## src/rtl/gray_pkg.sv

```systemverilog
// Shared definitions for the Gray codec: mode encodings and error-counter sizing.
package gray_pkg;

  // in_mode / out_mode encodings
  localparam logic GC_MODE_DEC = 1'b0;  // Gray -> binary
  localparam logic GC_MODE_ENC = 1'b1;  // binary -> Gray

  // Step-error counter width and its saturation value
  localparam int unsigned            ERR_CNT_W   = 8;
  localparam logic [ERR_CNT_W-1:0]   ERR_CNT_MAX = '1;

endpackage

```

## src/rtl/gray_lane.sv

```systemverilog
// gray_lane: one combinational Gray/binary converter lane.
// Ports:
//   data     - lane input value (Gray code when decoding, binary when encoding)
//   mode     - GC_MODE_DEC or GC_MODE_ENC
//   result_c - converted lane value (combinational)
module gray_lane
  import gray_pkg::*;
#(
  parameter int unsigned WIDTH = 8
) (
  input  logic [WIDTH-1:0] data,
  input  logic             mode,
  output logic [WIDTH-1:0] result_c
);

  logic [WIDTH-1:0] bin;
  logic [WIDTH-1:0] gray;

  // Decode: running XOR from the MSB down, each binary bit folds in one Gray bit.
  always_comb begin
    logic acc;
    bin = '0;
    acc = 1'b0;
    for (int i = int'(WIDTH) - 1; i >= 0; i--) begin
      acc    = acc ^ data[i];
      bin[i] = acc;
    end
  end

  // Encode: each Gray bit is the XOR of adjacent binary bits.
  assign gray = data ^ (data >> 1);

  assign result_c = (mode == GC_MODE_ENC) ? gray : bin;

endmodule

```

## src/rtl/gray_codec.sv

```systemverilog
// gray_codec: two-stage valid/ready pipeline converting LANES parallel lanes
// between Gray code and binary, with the direction chosen per beat.
// Optional Gray step checker compiled only when GRAY_CODEC_STEP_CHECK_EN is defined.
// Ports:
//   clk, rst_n            - clock, synchronous active-low reset
//   in_valid/in_ready     - input handshake; in_mode selects direction for the beat
//   in_data               - lane k at [k*WIDTH +: WIDTH]
//   out_valid/out_ready   - output handshake
//   out_data, out_mode    - converted lanes and the beat's mode
//   step_err, err_cnt     - (checker only) per-lane Gray step violation, saturating count
module gray_codec
  import gray_pkg::*;
#(
  parameter int unsigned WIDTH = 8,
  parameter int unsigned LANES = 2
) (
  input  logic                   clk,
  input  logic                   rst_n,
  input  logic                   in_valid,
  output logic                   in_ready,
  input  logic                   in_mode,
  input  logic [LANES*WIDTH-1:0] in_data,
  output logic                   out_valid,
  input  logic                   out_ready,
  output logic [LANES*WIDTH-1:0] out_data,
  output logic                   out_mode
`ifdef GRAY_CODEC_STEP_CHECK_EN
  ,
  output logic [LANES-1:0]       step_err,
  output logic [ERR_CNT_W-1:0]   err_cnt
`endif
);

  localparam int unsigned DW = LANES * WIDTH;

  logic          s1_valid;
  logic          s1_mode;
  logic [DW-1:0] s1_data;
  logic [DW-1:0] conv_c;
  logic          s1_adv;

  // S1 may move into S2 whenever S2 is empty or draining this cycle.
  assign s1_adv   = ~out_valid | out_ready;
  assign in_ready = rst_n & (~s1_valid | s1_adv);

  // Stage 1: input register
  always_ff @(posedge clk) begin
    if (!rst_n) begin
      s1_valid <= 1'b0;
      s1_mode  <= GC_MODE_DEC;
      s1_data  <= '0;
    end else if (in_ready) begin
      s1_valid <= in_valid;
      if (in_valid) begin
        s1_mode <= in_mode;
        s1_data <= in_data;
      end
    end
  end

  // Conversion lanes between S1 and S2
  for (genvar k = 0; k < int'(LANES); k++) begin : g_lane
    gray_lane #(.WIDTH(WIDTH)) u_lane (
      .data     (s1_data[k*WIDTH +: WIDTH]),
      .mode     (s1_mode),
      .result_c (conv_c[k*WIDTH +: WIDTH])
    );
  end

  // Stage 2: result register; holds while the sink stalls
  always_ff @(posedge clk) begin
    if (!rst_n) begin
      out_valid <= 1'b0;
      out_data  <= '0;
      out_mode  <= GC_MODE_DEC;
    end else if (s1_adv) begin
      out_valid <= s1_valid;
      if (s1_valid) begin
        out_data <= conv_c;
        out_mode <= s1_mode;
      end
    end
  end

`ifdef GRAY_CODEC_STEP_CHECK_EN
  logic [DW-1:0]    gray_side_c;
  logic [DW-1:0]    hist;
  logic             hist_valid;
  logic [LANES-1:0] step_err_c;

  // The Gray-coded side is the input when decoding and the result when encoding.
  assign gray_side_c = (s1_mode == GC_MODE_ENC) ? conv_c : s1_data;

  // More than one bit differs iff clearing the lowest set bit leaves something set.
  always_comb begin
    logic [WIDTH-1:0] diff;
    step_err_c = '0;
    diff       = '0;
    for (int k = 0; k < int'(LANES); k++) begin
      diff          = gray_side_c[k*WIDTH +: WIDTH] ^ hist[k*WIDTH +: WIDTH];
      step_err_c[k] = hist_valid && ((diff & (diff - WIDTH'(1))) != '0);
    end
  end

  // Checker state advances with the beat entering S2.
  always_ff @(posedge clk) begin
    if (!rst_n) begin
      hist       <= '0;
      hist_valid <= 1'b0;
      step_err   <= '0;
      err_cnt    <= '0;
    end else if (s1_adv && s1_valid) begin
      step_err   <= step_err_c;
      hist       <= gray_side_c;
      hist_valid <= 1'b1;
      if ((|step_err_c) && (err_cnt != ERR_CNT_MAX)) begin
        err_cnt <= err_cnt + ERR_CNT_W'(1);
      end
    end
  end
`endif

endmodule

```

## config.mk

```make
export PLATFORM = sky130hd
export DESIGN_NAME = gray_codec
export DESIGN_NICKNAME = d
export VERILOG_FILES = /design/src/rtl/gray_pkg.sv /design/src/rtl/gray_lane.sv /design/src/rtl/gray_codec.sv
export SDC_FILE = /design/constraint.sdc
export NUM_CORES = 1
export LEC_CHECK = 0
export ABC_CLOCK_PERIOD_IN_PS = 3500
export BUFFER_PORTS_ARGS = -buffer_cell sky130_fd_sc_hd__buf_2
export CAP_MARGIN = 20
export CORE_ASPECT_RATIO = 0.7
export CORE_MARGIN = 3
export CORE_UTILIZATION = 55
export CTS_CLUSTER_SIZE = 20
export DETAILED_ROUTE_END_ITERATION = 8
export GPL_TIMING_DRIVEN = 0
export PLACE_DENSITY_LB_ADDON = 0.15
export SLEW_MARGIN = 40
export SYNTH_ARGS = -nofsm -noshare
export SYNTH_HDL_FRONTEND = slang
export SYNTH_HIERARCHICAL = 1
export SYNTH_SLANG_ARGS = --single-unit
```

## constraint.sdc

```tcl
create_clock -name clk -period 3.5 [get_ports clk]
set_input_delay 0.35 -clock clk [delete_from_list [all_inputs] [get_ports clk]]
set_output_delay 0.35 -clock clk [all_outputs]
set_load 0.01 [all_outputs]
```

# Word level (Yosys, flattened, before mapping)
# Cells that the tools add are included.
# Widths: inputs -> output; s select.
[word_totals]
register_bits = 36
in_bits = 21
elab_cells = 31
[op_classes]
mux = 2
bitwise = 21
n_reduce_logical = 2
[ops]
columns = ["operator", "n"]
rows = [
  ["$mux 8", 2],
  ["$xor 8x7->8", 2],
  ["$xor 1x1->1", 14],
  ["$reduce_and 2->1", 2],
  ["$not 1->1", 2],
  ["$or 1x1->1", 2],
  ["$and 1x1->1", 1],
]

# Longest topological paths before layout
# Gate-level depths: netlist of the first run.
[depth]
ltp_word = 8
mapped_depth = 6

# Cells and area by module
# Netlist of the first run, hierarchy kept.
[modules_own_cells]
columns = ["mod", "n_inst", "cells_per_inst", "area_per_inst_um2", "seq_area_each_um2"]
rows = [
  ["gray_codec", 1, 159, 1475.2, 720.7],
  ["gray_lane", 2, 28, 225.2, 0.0],
]

# Least setup slack after synthesis of the first run
# No wires, ideal clock.
[synth_timing]
path_type = "reg2reg"
startpoint = "reg s1_data[14]"
endpoint = "reg out_data[8]"
t_arrival_ns = 1.330
slack_ns = 2.094
stages_incl_launch_ff = 7
path_buffers = 0
cell_sequence = "dfxtp_1 > xnor2_2 > xnor2_2 > mux2i_1 > xnor2_1 > nand3_1 > a21boi_0"
[synth_between]
elab_chain_len = 8
[synth_rtl]
columns = ["element", "line", "text"]
rows = [
  ["start, declared", "gray_codec.sv:38", "logic [DW-1:0] s1_data;"],
  ["start signal, assigned", "gray_codec.sv:56", "s1_data <= in_data;"],
  ["$xor 1x1->1 (7 in a row)", "gray_lane.sv:25", "acc = acc ^ data[i];"],
  ["$mux 8", "gray_lane.sv:33", "assign result_c = (mode == GC_MODE_ENC) ? gray : bin;"],
  ["named net conv_c[8]", "gray_codec.sv:39", "logic [DW-1:0] conv_c;"],
  ["end signal, assigned", "gray_codec.sv:79", "out_data <= conv_c;"],
  ["end, declared", "gray_codec.sv:25", "output logic [LANES*WIDTH-1:0] out_data,"],
]
# The timed path passes the listed nets, and every way through them passes these cells.
# A chain may end at the register's enable or synchronous reset.

# Worst setup path after layout of the first run
[layout_timing]
startpoint = "reg out_valid"
endpoint = "out in_ready"
[layout_between]
elab_chain_len = 4
[layout_rtl]
columns = ["element", "line", "text"]
rows = [
  ["start, declared", "gray_codec.sv:23", "output logic out_valid,"],
  ["start signal, assigned", "gray_codec.sv:77", "out_valid <= s1_valid;"],
  ["$not 1->1", "gray_codec.sv:43", "assign s1_adv = ~out_valid | out_ready;"],
  ["$or 1x1->1", "gray_codec.sv:43", ""],
  ["$or 1x1->1", "gray_codec.sv:44", "assign in_ready = rst_n & (~s1_valid | s1_adv);"],
  ["$and 1x1->1", "gray_codec.sv:44", ""],
  ["end, declared", "gray_codec.sv:20", "output logic in_ready,"],
]
# Every way passes these cells.

==> reports/summary.md, run 1 <==
The run finished with clean final reports. Ratio of final minimum period to clock period: 49.9%. For this design the top-level I/O count stands at 40.

The design draws 1.00 mW. The synthesized netlist contains 25 unique library cells. The leakage power of the design is 1.02 nW. The critical path's largest stage delay is 0.35 ns. The global route total overflow was 0; the number of instances in the synthesized netlist was 215.

Final count of pins violating max slew: 0. The routed layout has 1451 vias. The worst setup path is launched from a flip-flop. Setup repair after global routing left no endpoint under its margin.

The source-to-sink clock delay at the later pin of the worst-skew pair was 0.29 ns; the utilization of the core after routing was 69.4%. For the wire length of the first global-routing pass, the log shows 5550 um. The commonest non-fill, non-tap cell in the layout was buf_2. The maximum number of pins on one net before global-route repair came out at 19. Average via count per standard cell: 4.71. Along the worst path, the maximum fanout reaches 10.

The sum of buffers and inverters on the critical path came out at 3. Number of cells in the design after placement: 301. IR analysis of the VDD net gives a maximum drop of 0.305 mV. TritonCTS built the clock tree. The number of setup buffers added after CTS is 0, and the number of synthesized register bits is 36.

The share of the synthesized area in the top cell type came out at 37.4%. The cts-stage hold buffer count was 0. After layout, the minimum clock period comes to 1.75 ns.

The H-tree was split into 2 levels. For this run, the total global-route usage over all layers was measured as 16.3%. The die footprint is 0.00426 mm2. Across the run, the number of max-cap violations was 0. The number of remaining DRC errors is 0, and the area inside the core boundary is 0.00325 mm2. The run gives 308 as the final cell count without fillers. The signal on the critical path passes through nor2b_4, buf_6, clkbuf_4, a21boi_0, buf_2.

The pre-antenna-repair detailed-routing pass consisted of 4 iterations. The run gives 17 as the cell row count. The final hold violation count is 0. The tools report the residual antenna-violating net count after detailed routing as 0. The ratio of cells with drive above 1 in the final layout is 24.9%, and the number of input and output port buffers inserted is 39.

The starting DRC count in detailed routing was 63; the ratio of total power to cell area was 443 mW/mm2. The clock passes through at most 2 buffers. The synthesized netlist occupies a cell area of 0.00193 mm2.

The achievable frequency came out at 0.572 GHz. The area growth from synthesis to layout is 17.2%. At the end of the flow, the number of nets in the layout was 282. The tree built by TritonCTS fans out to 36 sinks.

The class of the most critical hold timing path was in -> reg. Summed over all failing endpoints, the final setup total negative slack is 0 ns. The number of global-route vias before repair came out at 1233. The weighted congestion at the end of routability-driven global placement is 0.751.

The largest total area in the synthesized netlist belongs to dfxtp_1. The final setup violation count is 0. The number of buffers created by CTS was 5; the data required time of the worst path was 3.15 ns. The final antenna diode count is 0, and the register-to-register path setup slack is 1.87 ns. Leaving out fill and tap cells, the most frequent cells in the layout are buf_2 (42), dfxtp_1 (36), mux2i_1 (21). Yosys synthesis warning count: 6. The die extent in y is 55.5 um, and the width of the die is 76.7 um. The clock arrives with 0.00564 ns of skew. The cell family contributing the most delay on the critical path is buffers and inverters. Across all hold checks on the routed design, the worst slack comes to 0.297 ns. For the total wire length, the log shows 3510 um. Of the synthesized area, sequential elements account for 37.4%. Measured against its own limit, the worst slew margin works out to 60.2%. The slowest stage of the critical path belongs to the cell dfxtp_1. The logs give 59.2% for the starting utilization of the core area and 236 for the net count after synthesis. The critical path is of the reg -> out type. The critical path data arrival time is 1.40 ns, and the CTS clock-pin slew for the worst setup and hold paths is 0.07 ns. In the post-synthesis netlist, the biggest area contributors are dfxtp_1 (37%), mux2i_1 (11%), xnor2_1 (8.2%), a21boi_0 (6.2%), xnor2_2 (5.1%). Number of antenna violations at the first check in global routing: 0. Dividing the detail-routed wire length by the instance count gives 11.4 um. STA classifies the critical path endpoint as an output port. Once the clock tree was built, the resizer swapped 0 gates to a different size. A synthesized cell averages 8.96 um2.

The transition at the pin with the smallest max-transition slack was 0.596 ns. The root buffer cell is clkbuf_8. The run gives 2620 um as the estimated wirelength of the detail-placed design.
-- tightest hold or removal path, cell delays in order --
cell,delay [ns]
buf_2,0.09
inv_1,0.04
mux2i_1,0.05
-- cell families (layout without fill, tap and decap cells) --
group                  Yosys count  count (layout)  share of synthesized area [%]
AO/OA/AOI/OAI                   40              40                           13.5
XOR/XNOR                        28              28                           15.1
buffers and inverters           34              80                           9.29
flip-flops                      36              36                           37.4
multiplexers                    21              21                           10.9
AND/OR/NAND/NOR                 56              56                           13.8
-- report_power, final --
part	switching [mW]	internal (mW)	total, mW
Sequential	0.0306	0.442	0.473
Combinational	0.122	0.132	0.254
Clock	0.139	0.135	0.274
Total	0.291	0.710	1.00
-- layout make-up --
cell class                      count  area (um2)
Clock inverter                      1        5.00
Tap cell                           47        58.8
Multi-Input combinational cell    145        1030
Clock buffer                        6        72.6
Buffer                             14         104
Timing Repair Buffer               39         195
Fill cell                         289         997
Sequential cell                    36         721
Inverter                           20        75.1
-- path summary, 6_finish.rpt --
path	start	to	cells past startpoint
max reg2reg	s1_data[13]$_SDFFE_PN0P_	out_data[9]$_SDFFE_PN0P_	6
max	out_valid$_SDFFE_PN0P_	in_ready	5
min reg2reg	out_data[12]$_SDFFE_PN0P_	out_data[12]$_SDFFE_PN0P_	2
min	in_data[14]	s1_data[14]$_SDFFE_PN0P_	3
-- Yosys cell counts --
cell / count
nand2b_1: 1
inv_1: 20
buf_2: 3
xnor2_1: 18
buf_12: 1
mux2i_1: 21
buf_4: 5
nand3_1: 17
a21oi_1: 3
clkbuf_4: 1
clkbuf_2: 1
buf_6: 1
nor2b_4: 1
a21oi_4: 1
nand2_1: 20
nor2_1: 8
xor2_1: 4
a21boi_1: 3
a21boi_0: 16
xnor2_2: 6
clkbuf_1: 2
dfxtp_1: 36
o21ai_0: 17
nor2b_1: 7
or2_1: 2
-- sequential cells by signal, summed over array words and instances, names as in the netlist --
name and flops:
out_data 16, s1_data 16, out_mode 1, out_valid 1, s1_mode 1, s1_valid 1
-- through the flow --
step / setup WS [ns] / cell area [um2]
after detailed placement: 1.90 / 2180
final: 1.75 / 2260
after floorplan: 2.09 / 1930
after CTS: 1.75 / 2260
after global placement: 1.95 / 2180
after global routing: 1.66 / 2260
-- layer usage --
layer	vias to the layer above	GRT usage (%)	part of all wire, %
met5	-	0	0
met4	0	4.65	0.60
met3	3	5.70	6.5
met2	43	22.5	40
met1	619	23.8	53
li1	786	-	-
(Power assumes the default switching activity.)
==> run 2: changes to the inputs <==
--- a/config.mk
+++ b/config.mk
@@ -5,7 +5,8 @@
 export SDC_FILE = /design/constraint.sdc
 export NUM_CORES = 1
 export LEC_CHECK = 0
-export ABC_CLOCK_PERIOD_IN_PS = 3500
+export ABC_AREA = 1
+export ABC_CLOCK_PERIOD_IN_PS = 1800
 export BUFFER_PORTS_ARGS = -buffer_cell sky130_fd_sc_hd__buf_2
 export CAP_MARGIN = 20
 export CORE_ASPECT_RATIO = 0.7
==> constraint.sdc (replaced) <==
create_clock -name clk -period 1.8 [get_ports clk]
set_input_delay 0.18 -clock clk [delete_from_list [all_inputs] [get_ports clk]]
set_output_delay 0.18 -clock clk [all_outputs]
set_load 0.01 [all_outputs]
==> run 2 against run 1 <==
Worst hold slack got worse by 0.16 ns. Critical path depth increased by 1. Via count increased by 33%. Count of clock-buffer cells in the layout decreased by 1. Largest power group unchanged. Total power increased by 90%. Utilization decreased by 2.0 points.
==> reports/summary.md, run 2 <==
The flow ran to the end, and the final reports show no timing, DRC or antenna violations. The ratio of total power to cell area was 787 mW/mm2. The source-to-sink clock delay at the later pin of the worst-skew pair came out at 0.28 ns. The post-route netlist has 22.3% of its cells at a drive strength greater than 1. Classification of the worst setup path: reg -> out. The repair_antennas step left the layout with diodes totalling 0. The critical path's largest stage delay is 0.44 ns.

At the pin with the least slew margin, the transition time is 0.453 ns. Derived from the worst setup path, the maximum achievable clock frequency is 0.623 GHz. Once layout is complete, the utilization of the core stands at 67.4%. The number of setup buffers added after CTS was 0; the net count after synthesis was 346.

In the layout the commonest cells are nand2_1 (99), inv_1 (56), buf_2 (43). Walking the worst path, the cells encountered are nand3_2, buf_4, buf_6, nand2_1, inv_1, buf_2. After the first detailed-routing iteration, the DRC count stood at 74. Summing over every cut layer, the via total after detailed routing is 1934. After clock tree synthesis, the repair step resized 0 gates. The logs give 0.00166 ns for the final worst clock skew and 3240 um for the estimated wirelength of the detail-placed design. Number of remaining DRC errors: 0. The min-delay analysis places its worst path in the category in -> reg. Port buffering added 37 buffers.

The routed length per placed instance was 10.0 um. For this block, the routed nets add up to 4180 um of wire. The starting utilization of the core area is 58.6%, and the number of clock sinks is 36. The wire length of the first global-routing pass was 7060 um.

For this design, the slowest cell found on the critical path is dfxtp_1. The logs give 417 for the final cell count without fillers and 721 um2 for the register cell area after layout. The tool flagged a number of max-cap violations equal to 0.

Commonest non-fill, non-tap cell in the layout: nand2_1. The number of enable flip-flop cells after synthesis was 0; the residual antenna-violating net count after detailed routing was 0. TritonCTS built the clock tree. The minimum period implied by the final worst setup slack was 1.61 ns; the number of cells in the design after placement was 412. The final count of pins violating max slew is 0. The region available for standard cell placement spans 0.00358 mm2. The largest total area in the synthesized netlist belongs to dfxtp_1. Sorting the synthesized cells by how often they occur yields nand2_1 (99), inv_1 (56), dfxtp_1 (36). The H-tree generated during clock tree synthesis spans 2 levels.

The tools report the startpoint type of the worst setup path as a flip-flop. After technology mapping, the gate count stands at 325. The number of buffers created by CTS was 5; the mean instance size in the synthesized netlist was 6.45 um2. For the number of global-route vias before repair, the log shows 1605. The worst setup path is captured at an output port. The logs give 0.764 for the weighted congestion at the end of routability-driven global placement and 353 for the number of filler instances in the final layout.

For the final routed database, the setup TNS stands at 0 ns. The peak supply drop is 0.489 mV. Data on the critical path is required at its endpoint by 1.62 ns.

The multi-input combinational cell area is 0.00102 mm2. The critical path data arrival time is 1.43 ns, and the width of the die is 79.8 um. The pre-antenna-repair detailed-routing pass consisted of 5 iterations.

The tools report the number of antenna violations at the first check in global routing as 0. In this run the biggest area consumer among cell types represents 34.4% of the synthesized area. The global route total overflow is 0, and the cell row count is 18. In the post-synthesis netlist, the cell with the most instances is nand2_1. Setup violations remaining at the end of the flow were counted as 0. Entering global routing, the biggest net connects 13 pins. The area growth from synthesis to final layout came out at 15.1%. Synthesis instantiated 21 different standard cells from the library. The CTS clock-pin slew for the worst setup and hold paths was 0.06 ns.

During I/O placement, the number of pins put on the boundary was 40. During synthesis, Yosys emitted a total of 6 warnings. In this run the tightest slew margin relative to its limit is 69.7%.

The die extent in y was 57.7 um; the cts-stage hold buffer count was 0. Clock tree synthesis selected as its root buffer the cell clkbuf_8. The average via count per standard cell came out at 4.64.

Sorting the synthesized cells by area gives the leading types as dfxtp_1 (34%), nand2_1 (18%), inv_1 (10%), nand3_1 (6.4%), nor2_1 (6.1%). For the number of nets at the end of the flow, the log shows 390. Flip-flop cell with the highest count after synthesis: dfxtp_1.

The maximum fanout along the worst path is 10, and the mapped cell area is 0.00210 mm2. The tools report the leakage power of the design as 1.40 nW. Setup repair after global routing left no endpoint under its margin.

Dividing the final minimum period by the clock period gives 89.2%. Sequential elements use 34.4% of the synthesized area. Final hold violation count: 0. Overall routing resource usage: 19.9%. Counting flops and latches in the post-synthesis netlist gives 36.

The tools report the die footprint as 0.00460 mm2. The largest registers in the layout are out_data (16), s1_data (16). After synthesis, the share of flip-flops with an asynchronous set or reset is 0%. No sink is reached through more buffers than the 2 on the longest clock path.
[run 2: logic make-up (layout without fill, tap and decap cells)]
family                 Yosys count  count (layout)  synth area share, %
XOR/XNOR                         6               6                 2.51
flip-flops                      36              36                 34.4
AND/OR/NAND/NOR                194             194                 42.2
buffers and inverters           76             118                 16.8
AO/OA/AOI/OAI                   13              13                 4.18
[run 2: through the flow]
stage / setup slack, ns / hold WS [ns] / power (mW) / area (um2)
6_report: 0.195 / 0.134 / 1.90 / 2410
5_1_grt: 0.0508 / 0.137 / 2.04 / 2410
4_1_cts: 0.174 / 0.126 / 1.92 / 2410
3_5_place_dp: 0.269 / 0.429 / 1.42 / 2340
3_3_place_gp: 0.296 / 0.422 / 1.40 / 2340
2_1_floorplan: 0.461 / 0.334 / 1.29 / 2100
[run 2: cell type report]
type	instances	share of cell area [%]
repair buffers	37	7.67
plain buffers	17	5.39
inverters	59	9.18
well taps	50	2.59
flip-flops and latches	36	29.9
multi-input cells	213	42.5
clock buffers	5	2.85
[run 2: path summary, 6_finish.rpt]
| path | start | endpoint | slack (ns) | cells past startpoint |
|---|---|---|---|---|
| setup / recovery | out_valid$_SDFFE_PN0P_ | in_ready | 0.19 | 6 |
| hold / removal | in_data[9] | s1_data[9]$_SDFFE_PN0P_ | 0.13 | 3 |
| setup reg to reg | s1_data[15]$_SDFFE_PN0P_ | out_data[8]$_SDFFE_PN0P_ | 0.24 | 15 |
| hold reg to reg | out_data[8]$_SDFFE_PN0P_ | out_data[8]$_SDFFE_PN0P_ | 0.47 | 2 |
[run 2: layer usage]
metal	global-route usage, %	share of wire, %
met1	28.4	51
met2	27.8	39
met3	5.43	7.2
met4	9.40	2.3
met5	0	0
[run 2: power by group]
part           internal, mW  switching, mW
Clock                 0.249          0.250
Sequential            0.859         0.0527
Combinational         0.199          0.290
Total                  1.31          0.593
[run 2: worst max-delay path, delay by kind of cell (launching register included)]
family	cells	cell delay, ns
buffers and inverters	4	0.48
and+or+nand+nor	2	0.20
DFF	1	0.44
==> run 3: changes to the inputs <==
--- a/config.mk
+++ b/config.mk
@@ -5,17 +5,17 @@
 export SDC_FILE = /design/constraint.sdc
 export NUM_CORES = 1
 export LEC_CHECK = 0
-export ABC_AREA = 1
 export ABC_CLOCK_PERIOD_IN_PS = 1800
 export BUFFER_PORTS_ARGS = -buffer_cell sky130_fd_sc_hd__buf_2
 export CAP_MARGIN = 20
 export CORE_ASPECT_RATIO = 0.7
 export CORE_MARGIN = 3
-export CORE_UTILIZATION = 55
+export CORE_UTILIZATION = 54
 export CTS_CLUSTER_SIZE = 20
 export DETAILED_ROUTE_END_ITERATION = 8
 export GPL_TIMING_DRIVEN = 0
 export PLACE_DENSITY_LB_ADDON = 0.15
+export SKIP_CTS_REPAIR_TIMING = 1
 export SLEW_MARGIN = 40
 export SYNTH_ARGS = -nofsm -noshare
 export SYNTH_HDL_FRONTEND = slang
==> run 3 against run 2 <==
Non-clock buffer count fell by 1. Via count fell by 25%. Highest routed layer unchanged. Critical path depth did not move. Global-route usage fell by 2.0 points.
==> reports/summary.md, run 3 (same netlist as run 1, synthesis figures left out) <==
Clock tree synthesis inserted a total of 5 buffers. The tools report the critical path data arrival time as 1.82 ns. Die extent in y: 56.0 um. The starting utilization of the core area was 58.8%. The tools report the source-to-sink clock delay at the later pin of the worst-skew pair as 0.29 ns. For the number of nets at the end of the flow, the log shows 282. The largest registers in the layout are out_data (16), s1_data (16). The tightest hold path in the finished design has a slack of 0.123 ns. Broken down by cell family, the worst path's largest delay share belongs to XOR/XNOR gates.

The number of placed instances, taps included, is 301. The sum of buffers and inverters on the critical path came out at 0. After the flow finishes, the layout carries non-filler instances totaling 309. VDD sags by at most 0.507 mV. The area growth from synthesis to final layout works out to 19.8%. TritonCTS built the clock tree. For the overall routing resource usage, the log shows 17.8%. Cell row count: 17.

The critical path's slowest cell was dfxtp_1. The count of buffers added on input and output ports is 39. Based on the critical path, the design can be clocked at up to 0.623 GHz. Leaving out fill and tap cells, the most frequent cells in the layout are buf_2 (42), dfxtp_1 (35), mux2i_1 (21).

For the final routed database, the setup TNS stands at 0 ns. The startpoint identified for the worst hold timing path is in_data[7]. For the data required time of the worst path, the log shows 2.01 ns.

The critical path's largest stage delay works out to 0.35 ns. The critical path is of the reg -> reg type. The worst setup path is launched from a flip-flop.

The transition at the pin with the smallest max-transition slack works out to 0.589 ns. The logs give 6220 um for the wire length of the first global-routing pass and 0 for the count of maximum capacitance violations. The ratio of final minimum period to clock period is 89.2%. The maximum fanout along the worst path was 5. Weighted congestion at the end of routability-driven global placement: 0.778. The tools report the final hold violation count as 0. Detailed placement finished with a half-perimeter wire length of 2670 um. The smallest clock period supported by the final layout is computed as 1.60 ns. Clock-pin slew was measured on the worst setup and hold paths at 0.07 ns. The first detailed-routing pass ran for 4 iterations.

The launch point of the worst path was s1_data[15]$_SDFFE_PN0P_. The leakage power of the design is 1.04 nW. The tools report the final count of pins violating max slew as 0. The detailed router placed 1460 vias in this run. Once detail routing completed, the nets flagged for antenna violations numbered 0. The number of H-tree levels is 2. The run gives 3610 um as the total wire length. After floorplanning, the core was sized to cover 0.00328 mm2. The maximum number of pins on one net before global-route repair came out at 19. Setup repair after global routing left no endpoint under its margin.

Between clock sinks in the finished design, the worst skew comes to 0.00754 ns. For this run, design rule violations remaining after detail routing come to 0. The die is 77.4 um wide. In this run the worst hold path is classified as in -> reg. The least setup slack across all paths after layout is 0.195 ns, and the number of global-route vias before repair is 1343.

Global route total overflow: 0. The clock passes through at most 2 buffers. The beginning of the worst register-to-register path is s1_data[15]$_SDFFE_PN0P_. The flow ran to the end, and the final reports show no timing, DRC or antenna violations. The logs give 0 for the number of antenna violations at the first check in global routing and 0.207 ns for the pre-CTS worst setup slack.

Setup violations remaining at the end of the flow were counted as 0. The tree is rooted in a clkbuf_8. Measured against its own limit, the worst slew margin works out to 60.7%. For this block, the initial DRC count from the detailed router was 58.

The endpoint kind of the worst setup timing path was a flip-flop. In the final routed layout, each cell accounts on average for 11.7 um. The final antenna diode count was 0. The ratio of cells with drive above 1 in the final layout was 26.0%; the top-level port count was 40. After detailed routing, the number of vias per cell comes to 4.72. The die covers 0.00433 mm2. The ratio of total power to cell area works out to 949 mW/mm2. Cells fill 70.4% of the core in the end.

Leaving out fill and tap cells, the most frequent cell in the layout is buf_2. Among the stages of the critical path, the cell type that occurs most often is xnor2_2. Number of clock sinks: 36. The critical path goes through xnor2_2, xnor2_2, mux2i_1, xnor2_1, nand3_1, a21boi_0.
[run 3: layout make-up]
type,instances,area [um2]
fill,283,968
clock buffer,7,96.3
sequential,36,722
timing repair buffer,39,195
tap,47,58.8
buffer,14,104
clock inverter,1,30.0
inverter,20,75.1
multi-input combinational,145,1030
[run 3: report_power, final]
group	internal, mW	switching (mW)
clock	0.489	0.284
sequential	0.860	0.0607
combinational	0.257	0.238
total	1.61	0.583
[run 3: layer usage]
metal | vias up | routed length (um) | global-route usage (%)
met4 | 0 | 41 | 5.33
met2 | 36 | 1350 | 23.1
met5 | - | 0 | 0
li1 | 786 | - | -
met3 | 5 | 217 | 5.50
met1 | 633 | 2000 | 27.5
[run 3: through the flow]
stage	area [um2]	power, mW
global placement	2180	1.42
global route	2310	2.30
floorplan	1930	1.31
CTS	2310	2.21
detailed placement	2180	1.43
finish	2310	2.19
[run 3: final timing paths]
check	to	slack [ns]	cells past startpoint
setup / recovery	out_data[8]$_SDFFE_PN0P_	0.20	6
hold / removal	s1_data[7]$_SDFFE_PN0P_	0.12	3
setup reg to reg	out_data[8]$_SDFFE_PN0P_	0.20	6
hold reg to reg	s1_data[0]$_SDFFE_PN0P_	0.48	2
[run 3: worst register-to-register path, cell delays in order (launching register included)]
cell	delay [ns]
dfxtp_1	0.35
xnor2_2	0.32
xnor2_2	0.19
mux2i_1	0.24
xnor2_1	0.14
nand3_1	0.10
a21boi_0	0.18
